<file path="src/rtl/skew_pkg.sv">
// Shared types and constants for the random_skew_bus skew emulator.
package skew_pkg;

  typedef enum logic [1:0] {
    SKEW_BYPASS = 2'd0,
    SKEW_RANDOM = 2'd1,
    SKEW_FIXED  = 2'd2
  } skew_mode_e;

  localparam logic [31:0] LFSR_POLY    = 32'h8020_0003;
  localparam logic [31:0] DEFAULT_SEED = 32'hACE1_2468;

  // Right-shifting Galois step: feedback taps applied when the outgoing bit is 1.
  function automatic logic [31:0] lfsr_next(input logic [31:0] s);
    return {1'b0, s[31:1]} ^ ({32{s[0]}} & LFSR_POLY);
  endfunction

endpackage

</file>
<file path="src/rtl/skew_lfsr.sv">
// Free-running 32-bit Galois LFSR with a seed-load port; a zero seed is replaced by 1.
module skew_lfsr
  import skew_pkg::*;
(
  input  logic        clk,
  input  logic        i_rst,
  input  logic        i_load,
  input  logic [31:0] i_seed,
  output logic [31:0] o_state
);

  always_ff @(posedge clk or posedge i_rst) begin
    if (i_rst) begin
      o_state <= DEFAULT_SEED;
    end else if (i_load) begin
      o_state <= (i_seed == 32'h0) ? 32'h1 : i_seed;
    end else begin
      o_state <= lfsr_next(o_state);
    end
  end

endmodule

</file>
<file path="src/rtl/random_skew_bus.sv">
// Per-bit clocked skew emulator: each bus bit reaches o_data after its own delay.
// Optional SKEW_STATS_EN adds saturating draw / torn-cycle statistics outputs.
module random_skew_bus
  import skew_pkg::*;
#(
  parameter int unsigned NB_IN     = 8,
  parameter int unsigned MIN_DELAY = 1,
  parameter int unsigned MAX_DELAY = 8,
  parameter int unsigned NB_CNT    = 8
) (
  input  logic              clk,
  input  logic              i_rst,
  input  logic [NB_IN-1:0]  i_data,
  input  logic [1:0]        i_mode,
  input  logic [NB_CNT-1:0] i_fix_delay,
  input  logic              i_seed_load,
  input  logic [31:0]       i_seed,
  output logic [NB_IN-1:0]  o_data,
`ifdef SKEW_STATS_EN
  output logic [15:0]       o_load_count,
  output logic [15:0]       o_torn_cycles,
`endif
  output logic              o_busy
);

  localparam int unsigned       RANGE = MAX_DELAY - MIN_DELAY + 1;
  localparam logic [NB_CNT-1:0] MIN_D = NB_CNT'(MIN_DELAY);
  localparam logic [NB_CNT-1:0] MAX_D = NB_CNT'(MAX_DELAY);
  localparam logic [NB_CNT-1:0] ONE   = NB_CNT'(1);

  logic [31:0]       lfsr;
  logic [63:0]       lfsr2;
  logic [NB_CNT-1:0] fix_d;
  logic              is_rand;
  logic              is_fix;
  logic [NB_IN-1:0]  pend_q;
  logic [NB_IN-1:0]  pend_nx;
  logic [NB_IN-1:0]  data_nx;
  logic [NB_IN-1:0]  load;
  logic [NB_CNT-1:0] cnt_q  [NB_IN];
  logic [NB_CNT-1:0] cnt_nx [NB_IN];

  skew_lfsr u_lfsr (
    .clk     (clk),
    .i_rst   (i_rst),
    .i_load  (i_seed_load),
    .i_seed  (i_seed),
    .o_state (lfsr)
  );

  // Doubled copy makes the wrapping per-bit window a plain shift.
  assign lfsr2   = {lfsr, lfsr};
  assign fix_d   = (i_fix_delay < MIN_D) ? MIN_D :
                   (i_fix_delay > MAX_D) ? MAX_D : i_fix_delay;
  assign is_rand = (i_mode == 2'(SKEW_RANDOM));
  assign is_fix  = (i_mode == 2'(SKEW_FIXED));

  for (genvar b = 0; b < NB_IN; b++) begin : g_bit
    localparam int unsigned OFS = (3 * b) % 32;
    logic [NB_CNT-1:0] raw;
    logic [NB_CNT-1:0] rand_d;
    logic [NB_CNT-1:0] d;
    logic              start;
    logic              expire;

    assign raw     = NB_CNT'(lfsr2 >> OFS);
    assign rand_d  = NB_CNT'(MIN_DELAY + (32'(raw) % RANGE));
    assign d       = is_rand ? rand_d : (is_fix ? fix_d : ONE);
    assign start   = !pend_q[b] && (i_data[b] != o_data[b]);
    assign expire  = pend_q[b] && (cnt_q[b] == ONE);
    assign load[b] = start && (d > ONE);
    // Expiry samples the current input, so short pulses inside the window are filtered.
    assign data_nx[b] = ((start && !load[b]) || expire) ? i_data[b] : o_data[b];
    assign pend_nx[b] = load[b] || (pend_q[b] && !expire);
    assign cnt_nx[b]  = load[b]   ? (d - ONE) :
                        pend_q[b] ? (cnt_q[b] - ONE) : cnt_q[b];
  end

  always_ff @(posedge clk or posedge i_rst) begin
    if (i_rst) begin
      o_data <= '0;
      pend_q <= '0;
      o_busy <= 1'b0;
      for (int i = 0; i < int'(NB_IN); i++) cnt_q[i] <= '0;
    end else begin
      o_data <= data_nx;
      pend_q <= pend_nx;
      o_busy <= |pend_nx;
      for (int i = 0; i < int'(NB_IN); i++) cnt_q[i] <= cnt_nx[i];
    end
  end

`ifdef SKEW_STATS_EN
  logic [NB_IN-1:0] upd_q;
  logic [16:0]      load_n;
  logic [16:0]      load_sum;
  logic             torn;

  always_comb begin
    load_n = '0;
    for (int i = 0; i < int'(NB_IN); i++) load_n = load_n + 17'(load[i]);
  end

  assign load_sum = 17'(o_load_count) + load_n;
  assign torn     = (|pend_q) && (|(upd_q & ~pend_q));

  // upd_q remembers which bits already landed during the current busy episode.
  always_ff @(posedge clk or posedge i_rst) begin
    if (i_rst) begin
      upd_q         <= '0;
      o_load_count  <= '0;
      o_torn_cycles <= '0;
    end else begin
      upd_q         <= (|pend_q) ? (upd_q | (data_nx ^ o_data)) : (data_nx ^ o_data);
      o_load_count  <= load_sum[16] ? 16'hFFFF : load_sum[15:0];
      if (torn && (o_torn_cycles != 16'hFFFF)) o_torn_cycles <= o_torn_cycles + 16'd1;
    end
  end
`endif

endmodule
</file>
<file path="config.mk">
export PLATFORM = sky130hd
export DESIGN_NAME = random_skew_bus
export DESIGN_NICKNAME = d
export VERILOG_FILES = /design/src/rtl/skew_pkg.sv /design/src/rtl/skew_lfsr.sv /design/src/rtl/random_skew_bus.sv
export SDC_FILE = /design/constraint.sdc
export NUM_CORES = 1
export LEC_CHECK = 0
export ABC_CLOCK_PERIOD_IN_PS = 3300
export BUFFER_PORTS_ARGS = -buffer_cell sky130_fd_sc_hd__buf_2
export CORE_MARGIN = 8
export CORE_UTILIZATION = 60
export CTS_CLUSTER_SIZE = 40
export DETAILED_ROUTE_END_ITERATION = 12
export GPL_TIMING_DRIVEN = 0
export HOLD_SLACK_MARGIN = 0.02
export PLACE_DENSITY = 0.84
export SLEW_MARGIN = 20
export SYNTH_ARGS = -nofsm -noshare
export SYNTH_HDL_FRONTEND = slang
export SYNTH_HIERARCHICAL = 1
export SYNTH_SLANG_ARGS = --single-unit
export TNS_END_PERCENT = 30
</file>
<file path="constraint.sdc">
create_clock -name clk -period 3.3 [get_ports clk]
set_input_delay 0 -clock clk [delete_from_list [all_inputs] [get_ports clk]]
set_output_delay 0 -clock clk [all_outputs]
set_load 0.05 [all_outputs]
</file>
==> flow_summary.json <==
{
  "yosysWarnings": 6,
  "htree_levels": 4,
  "slowest_stage": "clkbuf_1",
  "start_util_pct": 61.45,
  "grt_max_degree": 46,
  "syn_area_mm2": 0.006987,
  "cp.required_ns": 3.59,
  "fin_tns_setup_ns": 0,
  "timing.fmax_ghz": 0.3428,
  "rsz0062_at_grt": "false",
  "p_int_uw": 3603,
  "cp-start-kind": "input pin",
  "worstMarginPinSlew_ns": 1.066,
  "synth_cells": 714,
  "grt_pass1_wl_mm": 31.85,
  "vias": 6271,
  "comb_power_share_pct": 33.3,
  "cts.path.max_buffers": 2,
  "cts_tree": "yes",
  "fillers": 725,
  "gp_congestion": 0.8817,
  "power_density_mw_per_mm2": 662.9,
  "numCtsBuffers": 17,
  "coreArea_mm2": 0.01137,
  "ys_seq_area_share_pct": 40.71,
  "final_common_cell": "dfrtp_1",
  "worst-path-buf-inv": 4,
  "cp.arrival_ns": 3.21,
  "row_count": 39,
  "port_buffers": 60,
  "slowest_delay_ns": 0.57,
  "crit_path_max_fanout": 10,
  "cp_top_family": "buffers and inverters",
  "p_switching_uw": 2043,
  "drc": 0,
  "finalSetupViolCount": 0,
  "pwr-share-clk_pct": 29.3,
  "nets": 937,
  "swShare_pct": 36.18,
  "yosysUniqueCellTypes": 64,
  "antenna_left": 0,
  "dp_hpwl_mm": 12.94,
  "p_leak_uw": 0.003561,
  "clock_latency_ns": 0.43,
  "drt_first_iter_violations": 658,
  "slew_headroom_pct": 28.95,
  "end_kind": "register",
  "final_max_slew_viol_count": 0,
  "die_y_um": 123.9,
  "root_buffer": "clkbuf_16",
  "ir_drop_v": 0.0005408,
  "path_cells": "buf_2 > nor2b_1 > clkbuf_1 > clkbuf_1 > a21oi_1 > inv_1 > ha_1 > o22ai_1 > o31ai_4 > o2111ai_1 > or4_1",
  "min_delay_path_depth": 5,
  "cts_sinks": 113,
  "synthArstFlopShare_pct": 100.0,
  "avgSynthCellArea_um2": 9.785,
  "n_antenna_cell": 0,
  "fin_crit_ns": 2.917,
  "synthToLayoutAreaGrowth_pct": 21.92,
  "finalHoldViolations": 0,
  "maxCapViolCount": 0,
  "grt_usage_pct": 26.84,
  "final_cell_mix": "100 x dfrtp_1, 60 x buf_2, 58 x xnor2_1",
  "wirelength_mm": 19.46,
  "path_depth": 11,
  "synth-edff-count": 0,
  "antenna_found_initial": 1,
  "worstSetupPathType": "input pin to register",
  "crit_top_cell": "clkbuf_1",
  "ioPinCount": 62,
  "reg2reg_depth": 7,
  "wl_per_cell_um": 19.46,
  "firstDrtPassIters": 6,
  "hold_path.class": "input pin to register",
  "finish.utilization_pct": 74.92,
  "dieArea_mm2": 0.01535,
  "grt_pass1_vias": 6545,
  "ys.flop_type": "dfrtp_1",
  "skew_ns": 0.01255,
  "status": "finished clean",
  "drive_above_1_share_pct": 17.85,
  "power_frac_seq_pct": 37.4,
  "synth_nets": 807,
  "path_clk_slew_ns": 0.05,
  "min_period_over_period_pct": 88.39,
  "synth_seq_cells": 113,
  "die_x_um": 123.9,
  "overflow": 0,
  "detail_route.vias_per_cell": 6.271,
  "cts_resized": 0
}
## final timing paths
| kind | startpoint | end | slack (ns) |
|---|---|---|---|
| max | i_mode[0] | o_busy | 0.38 |
| min | i_mode[0] | cnt_q[7] | 0.18 |
| max reg2reg | u_lfsr/o_state[21] | o_busy | 0.53 |
| min reg2reg | u_lfsr/o_state[24] | u_lfsr/o_state[23] | 0.49 |
| max in group asynchronous | i_rst | cnt_q[19] | 2.46 |
| min in group asynchronous | i_rst | cnt_q[25] | 0.23 |
## sequential cells by signal, summed over array words and instances (netlist names)
register and count:
o_data 8, cnt_q 64, o_busy 1, pend_q 8, u_lfsr/o_state 32
## per-stage QoR
stage	setup slack [ns]	total power (uW)	area [um^2]	std cells	hold WS [ns]
4_1_cts	0.4732	5600	8518	1000	0.1684
3_5_place_dp	0.008471	3898	7496	918	0.09977
5_1_grt	0.2228	5949	8518	1000	0.2434
3_3_place_gp	0.06164	3759	7466	917	0.2357
2_1_floorplan	0.7750	3428	6987	714	0.1056
6_report	0.3831	5646	8518	1000	0.1845
## routing by layer
metal  up-vias  track usage, %  share of wire (%)
met2       325           45.98                 51
met5         -               0              0.067
met4         2           12.12                3.4
met3        72           7.752                8.1
met1      3054           30.58                 38
li1       2818               -                  -
## power groups by stage
stage	sequential, uW	combinational, uW	clock (uW)
2_1_floorplan	2140	1290	0
3_3_place_gp	2080	1680	0
3_5_place_dp	2110	1790	0
4_1_cts	2100	1860	1650
5_1_grt	2150	2070	1730
6_report	2110	1880	1650
## synthesized netlist by cell type (2+ instances only)
library cell,instances,area [um^2]
or2_2,3,18.77
nor3_1,22,110.1
o21ai_0,27,135.1
mux2_1,8,90.09
o211ai_1,11,82.58
dfrtp_1,100,2502
or4_1,16,120.1
nor3b_1,2,15.01
xnor2_1,58,508.0
and3_1,3,18.77
o41ai_1,2,17.52
mux2_2,30,337.8
dfstp_2,13,341.6
o2bb2ai_1,2,17.52
o31ai_1,4,30.03
clkbuf_1,21,78.83
nor2_1,50,187.7
a31o_2,2,17.52
buf_6,4,45.04
xor2_1,22,192.7
nand4b_1,3,26.28
ha_1,40,500.5
and2_1,13,81.33
nand2_1,45,168.9
nor2b_1,5,31.28
o221ai_1,6,52.55
nand4_1,4,25.02
a31oi_1,5,31.28
a221o_1,2,20.02
nor4b_1,5,43.79
o21a_1,3,22.52
nand2b_1,12,75.07
a21oi_1,39,195.2
o221a_1,2,22.52
o31a_1,4,35.03
nand3b_1,4,30.03
o21ai_1,9,45.04
nor4_1,16,100.1
a211oi_1,8,60.06
inv_1,43,161.4
nand3_1,20,100.1
nor4_2,4,50.05
## layout make-up
| class | instances | area [um^2] | area share (%) |
|---|---|---|---|
| buffer | 26 | 138.9 | 1.630 |
| clock buffer | 26 | 489.2 | 5.743 |
| clock inverter | 6 | 32.53 | 0.3819 |
| inverter | 44 | 167.7 | 1.968 |
| multi-input combinational | 531 | 3839 | 45.06 |
| sequential | 113 | 2844 | 33.39 |
| tap | 143 | 178.9 | 2.100 |
| timing repair buffer | 111 | 828.3 | 9.724 |
## worst register-to-register path, stage by stage (launching register included)
cell       delay [ns]
dfstp_2          0.58
ha_1             0.26
a21oi_1          0.20
ha_1             0.23
o22ai_1          0.19
o31ai_4          0.49
o2111ai_1        0.20
or4_1            0.49
## timing repair
item / 4_1_cts / 5_1_grt
setup buffers: 0 / 0
endpoints found under the hold margin: 95 / 0
hold buffers: 50 / 0
## cells by family after synthesis
group,Yosys count,share of synthesized area [%]
and+or+nand+nor,232,17.85
AOI/OAI and AO/OA,141,13.77
DFF,113,40.71
xor gates and xnor gates,80,10.03
buffers and inverters,70,4.352
adders and majority gates,40,7.163
muxes,38,6.125
No activity file was read; power rests on OpenSTA's default activity.
